[src/rtl/led_ctl_multi_if.sv]
// Run-time configuration port of led_ctl_multi.
// The master issues a one-cycle write strobe; the slave answers with a one-cycle ack or err pulse.
interface led_ctl_multi_if #(
    parameter int unsigned CHW = 2
);
    logic           cfg_we;
    logic [CHW-1:0] cfg_ch;
    logic [1:0]     cfg_mode;
    logic [15:0]    cfg_period;
    logic           cfg_ack;
    logic           cfg_err;

    modport master (
        output cfg_we, cfg_ch, cfg_mode, cfg_period,
        input  cfg_ack, cfg_err
    );

    modport slave (
        input  cfg_we, cfg_ch, cfg_mode, cfg_period,
        output cfg_ack, cfg_err
    );
endinterface

[src/rtl/led_ctl_multi.sv]
// Multi-channel LED driver: per-channel off/on/blink/breathe with run-time configuration.
// A shared prescaler generates the tick time base; a shared PWM counter shapes breathe mode.
module led_ctl_multi #(
    parameter int unsigned CH         = 4,
    parameter int unsigned CLK_HZ     = 25000000,
    parameter int unsigned TICK_HZ    = 1000,
    parameter int unsigned PWM_BITS   = 8,
    parameter int unsigned RST_MODE   = 2,
    parameter int unsigned RST_PERIOD = 500,
    parameter bit          ACTIVE_LOW = 1'b0,
    localparam int unsigned CHW       = (CH > 1) ? $clog2(CH) : 1
) (
    input  logic            clk,
    input  logic            rst,
    led_ctl_multi_if.slave  cfg,
    output logic            tick,
    output logic [CH-1:0]   led
);

    localparam int unsigned DIV_RAW = CLK_HZ / TICK_HZ;
    localparam int unsigned DIV     = (DIV_RAW > 0) ? DIV_RAW : 1;
    localparam int unsigned PRE_W   = (DIV > 1) ? $clog2(DIV) : 1;
    localparam logic [PRE_W-1:0]    PRE_LAST = PRE_W'(DIV - 1);
    localparam logic [PWM_BITS-1:0] DUTY_MAX = {PWM_BITS{1'b1}};
    localparam logic [PWM_BITS-1:0] DUTY_ONE = PWM_BITS'(1);

    typedef enum logic [1:0] {
        MODE_OFF     = 2'd0,
        MODE_ON      = 2'd1,
        MODE_BLINK   = 2'd2,
        MODE_BREATHE = 2'd3
    } mode_e;

    // Last count value of a period; a stored period of 0 behaves as 1.
    function automatic logic [15:0] last_cnt(input logic [15:0] per);
        return (per == 16'd0) ? 16'd0 : per - 16'd1;
    endfunction

    logic [PRE_W-1:0]    pre_q, pre_d;
    logic [PWM_BITS-1:0] pwm_q, pwm_d;
    logic                tick_q, tick_d;
    logic                ack_q, ack_d;
    logic                err_q, err_d;
    logic [CH-1:0]       led_q, led_d;

    mode_e               mode_q   [CH];
    mode_e               mode_d   [CH];
    logic [15:0]         period_q [CH];
    logic [15:0]         period_d [CH];
    logic [15:0]         cnt_q    [CH];
    logic [15:0]         cnt_d    [CH];
    logic [PWM_BITS-1:0] duty_q   [CH];
    logic [PWM_BITS-1:0] duty_d   [CH];
    logic [CH-1:0]       phase_q, phase_d;
    logic [CH-1:0]       dir_q, dir_d;

    logic [CHW-1:0]      ch_sel;
    logic                in_range;
    logic [CH-1:0]       lit;

    assign ch_sel   = cfg.cfg_ch;
    assign in_range = (32'(ch_sel) < CH);

    // State register.
    always_ff @(posedge clk) begin
        if (rst) begin
            pre_q   <= '0;
            pwm_q   <= '0;
            tick_q  <= 1'b0;
            ack_q   <= 1'b0;
            err_q   <= 1'b0;
            led_q   <= {CH{ACTIVE_LOW}};
            phase_q <= '0;
            dir_q   <= '0;
            for (int i = 0; i < CH; i++) begin
                mode_q[i]   <= mode_e'(2'(RST_MODE));
                period_q[i] <= 16'(RST_PERIOD);
                cnt_q[i]    <= '0;
                duty_q[i]   <= '0;
            end
        end else begin
            pre_q   <= pre_d;
            pwm_q   <= pwm_d;
            tick_q  <= tick_d;
            ack_q   <= ack_d;
            err_q   <= err_d;
            led_q   <= led_d;
            phase_q <= phase_d;
            dir_q   <= dir_d;
            for (int i = 0; i < CH; i++) begin
                mode_q[i]   <= mode_d[i];
                period_q[i] <= period_d[i];
                cnt_q[i]    <= cnt_d[i];
                duty_q[i]   <= duty_d[i];
            end
        end
    end

    // Per-channel lit level from the registered channel state.
    always_comb begin
        lit = '0;
        for (int i = 0; i < CH; i++) begin
            case (mode_q[i])
                MODE_ON:      lit[i] = 1'b1;
                MODE_BLINK:   lit[i] = phase_q[i];
                MODE_BREATHE: lit[i] = (pwm_q < duty_q[i]);
                default:      lit[i] = 1'b0;
            endcase
        end
    end

    // Next-state: time base, channel sequencing, then config write overriding its channel.
    always_comb begin
        pre_d   = (pre_q == PRE_LAST) ? '0 : pre_q + PRE_W'(1);
        tick_d  = (pre_q == PRE_LAST);
        pwm_d   = pwm_q + DUTY_ONE;
        ack_d   = cfg.cfg_we &&  in_range;
        err_d   = cfg.cfg_we && !in_range;
        led_d   = lit ^ {CH{ACTIVE_LOW}};
        phase_d = phase_q;
        dir_d   = dir_q;
        for (int i = 0; i < CH; i++) begin
            mode_d[i]   = mode_q[i];
            period_d[i] = period_q[i];
            cnt_d[i]    = cnt_q[i];
            duty_d[i]   = duty_q[i];

            if (tick_q) begin
                case (mode_q[i])
                    MODE_BLINK: begin
                        if (cnt_q[i] == last_cnt(period_q[i])) begin
                            cnt_d[i]   = '0;
                            phase_d[i] = ~phase_q[i];
                        end else begin
                            cnt_d[i] = cnt_q[i] + 16'd1;
                        end
                    end
                    MODE_BREATHE: begin
                        if (cnt_q[i] == last_cnt(period_q[i])) begin
                            cnt_d[i] = '0;
                            // dir 0 ramps up, 1 ramps down; it turns at either end of the range
                            if (!dir_q[i]) begin
                                duty_d[i] = duty_q[i] + DUTY_ONE;
                                if (duty_d[i] == DUTY_MAX) begin
                                    dir_d[i] = 1'b1;
                                end
                            end else begin
                                duty_d[i] = duty_q[i] - DUTY_ONE;
                                if (duty_d[i] == '0) begin
                                    dir_d[i] = 1'b0;
                                end
                            end
                        end else begin
                            cnt_d[i] = cnt_q[i] + 16'd1;
                        end
                    end
                    default: ;
                endcase
            end

            if (cfg.cfg_we && in_range && (ch_sel == CHW'(i))) begin
                mode_d[i]   = mode_e'(cfg.cfg_mode);
                period_d[i] = cfg.cfg_period;
                cnt_d[i]    = '0;
                duty_d[i]   = '0;
                phase_d[i]  = 1'b0;
                dir_d[i]    = 1'b0;
            end
        end
    end

    assign tick        = tick_q;
    assign led         = led_q;
    assign cfg.cfg_ack = ack_q;
    assign cfg.cfg_err = err_q;

endmodule

[src/flat_wrapper.sv]
// flat-port wrapper written by rule: the top's interface ports become plain ports
module led_ctl_multi_flat 
#(
    parameter int unsigned CH         = 4,
    parameter int unsigned CLK_HZ     = 25000000,
    parameter int unsigned TICK_HZ    = 1000,
    parameter int unsigned PWM_BITS   = 8,
    parameter int unsigned RST_MODE   = 2,
    parameter int unsigned RST_PERIOD = 500,
    parameter bit          ACTIVE_LOW = 1'b0,
    localparam int unsigned CHW       = (CH > 1) ? $clog2(CH) : 1
)
  (clk, rst, tick, led, cfg_cfg_we, cfg_cfg_ch, cfg_cfg_mode, cfg_cfg_period, cfg_cfg_ack, cfg_cfg_err);
  led_ctl_multi_if #(.CHW(2)) cfg_i ();
  input  logic clk;
  input  logic rst;
  output logic tick;
  output logic [CH-1:0] led;
  input wire logic [$bits(cfg_i.cfg_we)-1:0] cfg_cfg_we;
  input wire logic [$bits(cfg_i.cfg_ch)-1:0] cfg_cfg_ch;
  input wire logic [$bits(cfg_i.cfg_mode)-1:0] cfg_cfg_mode;
  input wire logic [$bits(cfg_i.cfg_period)-1:0] cfg_cfg_period;
  output wire logic [$bits(cfg_i.cfg_ack)-1:0] cfg_cfg_ack;
  output wire logic [$bits(cfg_i.cfg_err)-1:0] cfg_cfg_err;
  assign cfg_i.cfg_we = cfg_cfg_we;
  assign cfg_i.cfg_ch = cfg_cfg_ch;
  assign cfg_i.cfg_mode = cfg_cfg_mode;
  assign cfg_i.cfg_period = cfg_cfg_period;
  assign cfg_cfg_ack = cfg_i.cfg_ack;
  assign cfg_cfg_err = cfg_i.cfg_err;
  led_ctl_multi #(.CH(CH), .CLK_HZ(CLK_HZ), .TICK_HZ(TICK_HZ), .PWM_BITS(PWM_BITS), .RST_MODE(RST_MODE), .RST_PERIOD(RST_PERIOD), .ACTIVE_LOW(ACTIVE_LOW)) u_core (.clk(clk), .rst(rst), .cfg(cfg_i), .tick(tick), .led(led));
endmodule
[config.mk]
export PLATFORM = sky130hd
export DESIGN_NAME = led_ctl_multi_flat
export DESIGN_NICKNAME = d
export VERILOG_FILES = /design/src/rtl/led_ctl_multi_if.sv /design/src/rtl/led_ctl_multi.sv /design/src/flat_wrapper.sv
export SDC_FILE = /design/constraint.sdc
export NUM_CORES = 1
export LEC_CHECK = 0
export BUFFER_PORTS_ARGS = -buffer_cell sky130_fd_sc_hd__buf_2
export CAP_MARGIN = 30
export CORE_MARGIN = 5
export CORE_UTILIZATION = 40
export DETAILED_ROUTE_END_ITERATION = 10
export PLACE_DENSITY = 0.56
export SKIP_CTS_REPAIR_TIMING = 1
export SLEW_MARGIN = 20
export SYNTH_ARGS = -nofsm -noshare
export SYNTH_HDL_FRONTEND = slang
export SYNTH_SLANG_ARGS = --single-unit
[constraint.sdc]
create_clock -name clk -period 7.62 [get_ports clk]
set_input_delay 2.286 -clock clk [delete_from_list [all_inputs] [get_ports clk]]
set_output_delay 2.286 -clock clk [all_outputs]
set_load 0.005 [all_outputs]
# After elaboration in Yosys (flattened, before gate mapping)
# Memories as Yosys holds them, arrays and structs flattened.
# Index checks and enable logic that the tools add are counted.
classes:
  n_addsub: 18
  n_bitwise: 20
  n_mux: 83
  magnitude_cmp: 4
  n_eq_ne: 24
  n_reduce_logical: 30
op_table:
  columns: ["cell", "count"]
  rows:
  - ["$mux 16", 32]
  - ["$mux 8", 24]
  - ["$add 16x1->16 const B", 4]
  - ["$eq 16x16->1", 4]
  - ["$logic_not 16->1", 4]
  - ["$sub 16x1->16 const B", 4]
  - ["$add 8x1->8 const B", 5]
  - ["$eq 8x8->1 const B", 4]
  - ["$logic_not 8->1", 4]
  - ["$lt 8x8->1", 4]
  - ["$sub 8x1->8 const B", 4]
  - ["$reduce_and 3->1", 8]
  - ["$eq 2x2->1 const B", 10]
  - ["$reduce_or 2->1", 9]
  - ["$mux 2", 8]
  - ["$or 1x1->1", 16]
  - ["$add 15x1->15 const B", 1]
  - ["$eq 15x15->1 const B", 1]
  - ["$mux 1", 15]
  - ["$pmux 1 s3", 4]
  - ["$eq 2x1->1 const B", 5]
  - ["$logic_and 1x1->1", 4]
  - ["$not 1->1", 4]
  - ["$logic_not 2->1", 1]
word_totals:
  mem_count: 4
  ff_bits: 37
  ram_bits: 168
  output_inout_bits: 7
  wordCells: 196
memory_table:
  columns: ["memory", "words", "word_bits", "rd", "rd_clocked_by_memory_dff", "wr", "line", "text"]
  rows:
  - ["u_core.cnt_q", 4, 16, 4, 0, 4, "led_ctl_multi.sv:50", "logic [15:0] cnt_q [CH];"]
  - ["u_core.period_q", 4, 16, 4, 0, 4, "led_ctl_multi.sv:48", "logic [15:0] period_q [CH];"]
  - ["u_core.duty_q", 4, 8, 4, 0, 4, "led_ctl_multi.sv:52", "logic [PWM_BITS-1:0] duty_q [CH];"]
  - ["u_core.mode_q", 4, 2, 4, 0, 4, "led_ctl_multi.sv:46", "mode_e mode_q [CH];"]

# Depth between registers and ports, before layout
# An unclocked memory read counts as a cell.
logic_depth:
  ltp_word: 9
  mapped_depth: 14

# Worst setup path after synthesis
# No wires, ideal clock.
synth_timing:
  kind: "input port to flip-flop"
  startpoint: "input port cfg_cfg_ch[0]"
  endpoint: "memory u_core.duty_q[2][7]"
  setup_ns: 0.059
  required_ns: 7.561
  setup_slack_ns: 3.900
  t_arrival_ns: 3.660
  stages: 7
  path_cell_list: "clkbuf_1 -> or2_2 -> clkbuf_1 -> nand2b_1 -> clkbuf_1 -> or4_1 -> nand2_1"
synth_lines:
  columns: ["item", "line", "text"]
  rows:
  - ["start: declaration", "flat_wrapper.sv:20", "input wire logic [$bits(cfg_i.cfg_ch)-1:0] cfg_cfg_ch;"]
  - ["end: declaration", "led_ctl_multi.sv:52", null]

==> out/qor.txt <==
RSZ-0062 raised after global routing: false
io pins: 30
Final Skew: 0.0136 ns
Cells after Synth: 1,735
vias in the first global route: 11,100
antenna violations before repair: 0
Final Setup Violations: 0
Die ar.: 36,700 um^2
syn avg cell area: 7.61 um^2
Warnings, synthesis: 0
Slowest cell on crit path: or4b_1
Fin. Hold Viols: 0
Max Fanout on Critical Path: 15
largest net degree at the start of global routing: 68
H-tree depth: 1
share of post-route cells with drive strength above 1: 0.0606
chip height: 192 um
nets: 1,779
starting DRC count in detailed routing: 808
port bufs: 28
Leak Pwr: 5.05 nW
GRT busiest layer: met2
ys flop type: dfxtp_1
synthesized flop and latch total: 205
Tot GR Track Use: 0.186
Critical Path Max Stage Delay: 0.84 ns
Post-DRT Antenna Nets: 0
DR vias: 11,800
min Tclk post-route: 4.04 ns
M1 GR Usage: 0.264
GR Util met3: 0.0218
Remaining Overflow, GRT: 0
crit-path cells: or4_1 > or4_1 > a211o_1 > nand2_1 > and4bb_1 > o221ai_1 > or4b_1 > o21ai_2 > nor2_1
Diodes inserted: 0
critical register-to-register path startpoint: u_core.period_q[0][2]$_SDFFE_PP1P_
Crit path top cell by count: or4_1
Critical Path End: u_core.cnt_q[0][13]$_SDFFE_PP0P_
CTS Buf Count: 26
GP Congestion: 0.906
CTS clk-pin slew, worst paths: 0.06 ns
Reg-to-Reg End: u_core.cnt_q[0][13]$_SDFFE_PP0P_
first-pass GRT wire length: 57,200 um
Crit. End Element: flip-flop
WL per Instance: 16.2 um
Seq/Total Area, Yosys: 0.311
Buf/Inv on CP: 0
Vias/cell: 5.47
clock root buffer master: clkbuf_16
CTS tree: yes
DRT Wirelength: 35,000 um
Max Slew Vio Count: 0
worst-case vdd ir drop: 162 uV
Largest delay share family, worst path: simple AND/OR/NAND/NOR gates
setup_tns: 0 ns
core area: 32,500 um^2
critical path depth: 9
clock tree buffer depth: 3
number of distinct library cells after synthesis: 74
DPL Wire Length: 25,900 um
worst-margin pin slew: 0.877 ns
Final Instance Area: 14,400 um^2
Critical Path Start: u_core.period_q[0][2]$_SDFFE_PP1P_
worst reg2reg setup slack: 3.58 ns
Rows: 66
WS Path Type: flip-flop to flip-flop
Area Overhead vs Synth: 8.82%
Max Cap Viol: 0
asr flop ratio synth: 0
max_slew headroom: 0.410
run status: completed
die width: 192 um
Min-Delay Path Class: flip-flop to flip-flop
number of synthesized flops with an enable pin: 0
pwr dens: 170 nW/um^2
Initial Utilization: 0.406
critical path arrival: 4.42 ns
clk_lat worst skew: 0.53 ns
fin crit share: 0.530
syn nets: 1,812
fmax: 248 MHz
GR met2 Demand/Resource: 0.300
CP required: 8.00 ns
CTS sink cnt: 205
DP Area: 13,600 um^2
Startpoint Class: flip-flop
Post-Syn Area: 13,200 um^2
Reg2Reg Depth: 9
post-detailed-route DRC marker count: 0
DRT Pass-1 Iters: 5
[worst reg2reg max path: stages (launching register included)]
cell,delay [ns]
dfxtp_1,0.42
or4_1,0.68
or4_1,0.55
a211o_1,0.24
nand2_1,0.07
and4bb_1,0.18
o221ai_1,0.13
or4b_1,0.84
o21ai_2,0.67
nor2_1,0.12
[layout by cell type, fill, tap and decap left out, types with 28 or more instances in the layout]
cell type / synthesis / layout
nor3_1: 71 / 71
dfxtp_1: 205 / 205
inv_1: 58 / 58
ha_1: 54 / 54
nand4_1: 38 / 38
xnor2_1: 65 / 65
nand3b_1: 33 / 33
nor2_1: 156 / 156
o21ai_0: 62 / 62
nand2_1: 250 / 250
or3_1: 43 / 43
xor2_1: 82 / 82
a21oi_1: 105 / 105
nand3_1: 73 / 73
buf_2: 8 / 28
[Yosys cell counts, drive strengths merged (8+ instances only)]
master / count / area (um^2)
ha: 54 / 676
o211ai: 16 / 120
nor3b: 10 / 75.1
nor4b: 9 / 78.8
mux2i: 22 / 220
buf: 12 / 66.3
xor2: 82 / 718
nand2: 251 / 950
xnor2: 65 / 569
nand3b: 33 / 248
dfxtp: 205 / 4100
clkbuf: 88 / 330
o31ai: 8 / 60.1
nand2b: 15 / 93.8
inv: 58 / 218
nand3: 73 / 365
nor4: 32 / 262
nor2b: 19 / 119
nand4: 38 / 238
o22ai: 10 / 62.6
and3: 27 / 169
or3: 43 / 269
o21ai: 64 / 324
nor3: 71 / 355
a21o: 13 / 97.6
nor2: 156 / 586
a21oi: 105 / 526
a31oi: 18 / 113
or4: 23 / 176
and2: 9 / 56.3
[through the flow]
step | utilization | hold WS (ns) | std cells | setup slack (ns) | total power, mW
6_report | 0.441 | 0.443 | 2157 | 3.58 | 2.45
5_1_grt | 0.441 | 0.481 | 2157 | 3.26 | 2.55
4_1_cts | 0.441 | 0.453 | 2155 | 3.57 | 2.47
3_3_place_gp | 0.417 | 0.434 | 2113 | 3.01 | 1.33
3_5_place_dp | 0.417 | 0.441 | 2114 | 3.02 | 1.33
2_1_floorplan | - | 0.418 | 1735 | 3.90 | 1.27
[worst min path at each step]
stage / startpoint / endpoint / slack [ns] / depth (start not counted)
after floorplan: u_core.pre_q[0]$_SDFF_PP0_ / u_core.pre_q[0]$_SDFF_PP0_ / 0.42 / 1
after global routing: u_core.pre_q[0]$_SDFF_PP0_ / u_core.pre_q[0]$_SDFF_PP0_ / 0.48 / 1
after detailed placement: u_core.pre_q[0]$_SDFF_PP0_ / u_core.pre_q[0]$_SDFF_PP0_ / 0.44 / 1
after global placement: u_core.pre_q[0]$_SDFF_PP0_ / u_core.pre_q[0]$_SDFF_PP0_ / 0.43 / 1
final: u_core.pre_q[0]$_SDFF_PP0_ / u_core.pre_q[0]$_SDFF_PP0_ / 0.44 / 1
after CTS: u_core.pre_q[0]$_SDFF_PP0_ / u_core.pre_q[0]$_SDFF_PP0_ / 0.45 / 1
[area by class of cell]
type | count | area, um^2
Tap cell | 442 | 553
Sequential cell | 205 | 4100
Fill cell | 3332 | 18200
Inverter | 58 | 218
Clock buffer | 34 | 712
Timing Repair Buffer | 39 | 224
Clock inverter | 7 | 66.3
Multi-Input combinational cell | 1372 | 8490
[flip-flops by register name, indices dropped and copies added (netlist names)]
| signal | count |
|---|---|
| u_core.dir_q | 4 |
| u_core.phase_q | 4 |
| u_core.tick | 1 |
| u_core.period_q | 64 |
| u_core.duty_q | 32 |
| u_core.pwm_q | 8 |
| u_core.cnt_q | 64 |
| u_core.cfg.cfg_ack | 1 |
| u_core.mode_q | 8 |
| u_core.led | 4 |
| u_core.pre_q | 15 |
[logic make-up after synthesis]
kind of cell / synth area share
DFF: 0.311
muxes: 0.0201
other: 0.000284
xor gates and xnor gates: 0.101
AOI/OAI and AO/OA: 0.141
adders and majority gates: 0.0512
buffers and inverters: 0.0465
and+or+nand+nor: 0.328
[metal layers]
layer | wire length, um | vias up | share of wire
met1 | 17600 | 5502 | 0.50
met3 | 1210 | 48 | 0.035
met2 | 15500 | 188 | 0.44
met4 | 724 | 0 | 0.021
met5 | 0 | - | 0
li1 | - | 6070 | -
[where the power goes]
group / switching [mW] / internal (mW) / leakage (nW)
logic: 0.113 / 0.0722 / 3.01
clock network: 0.456 / 0.682 / 0.381
registers: 0.0338 / 1.09 / 1.66
total: 0.603 / 1.85 / 5.05
(Power assumes the default switching activity.)
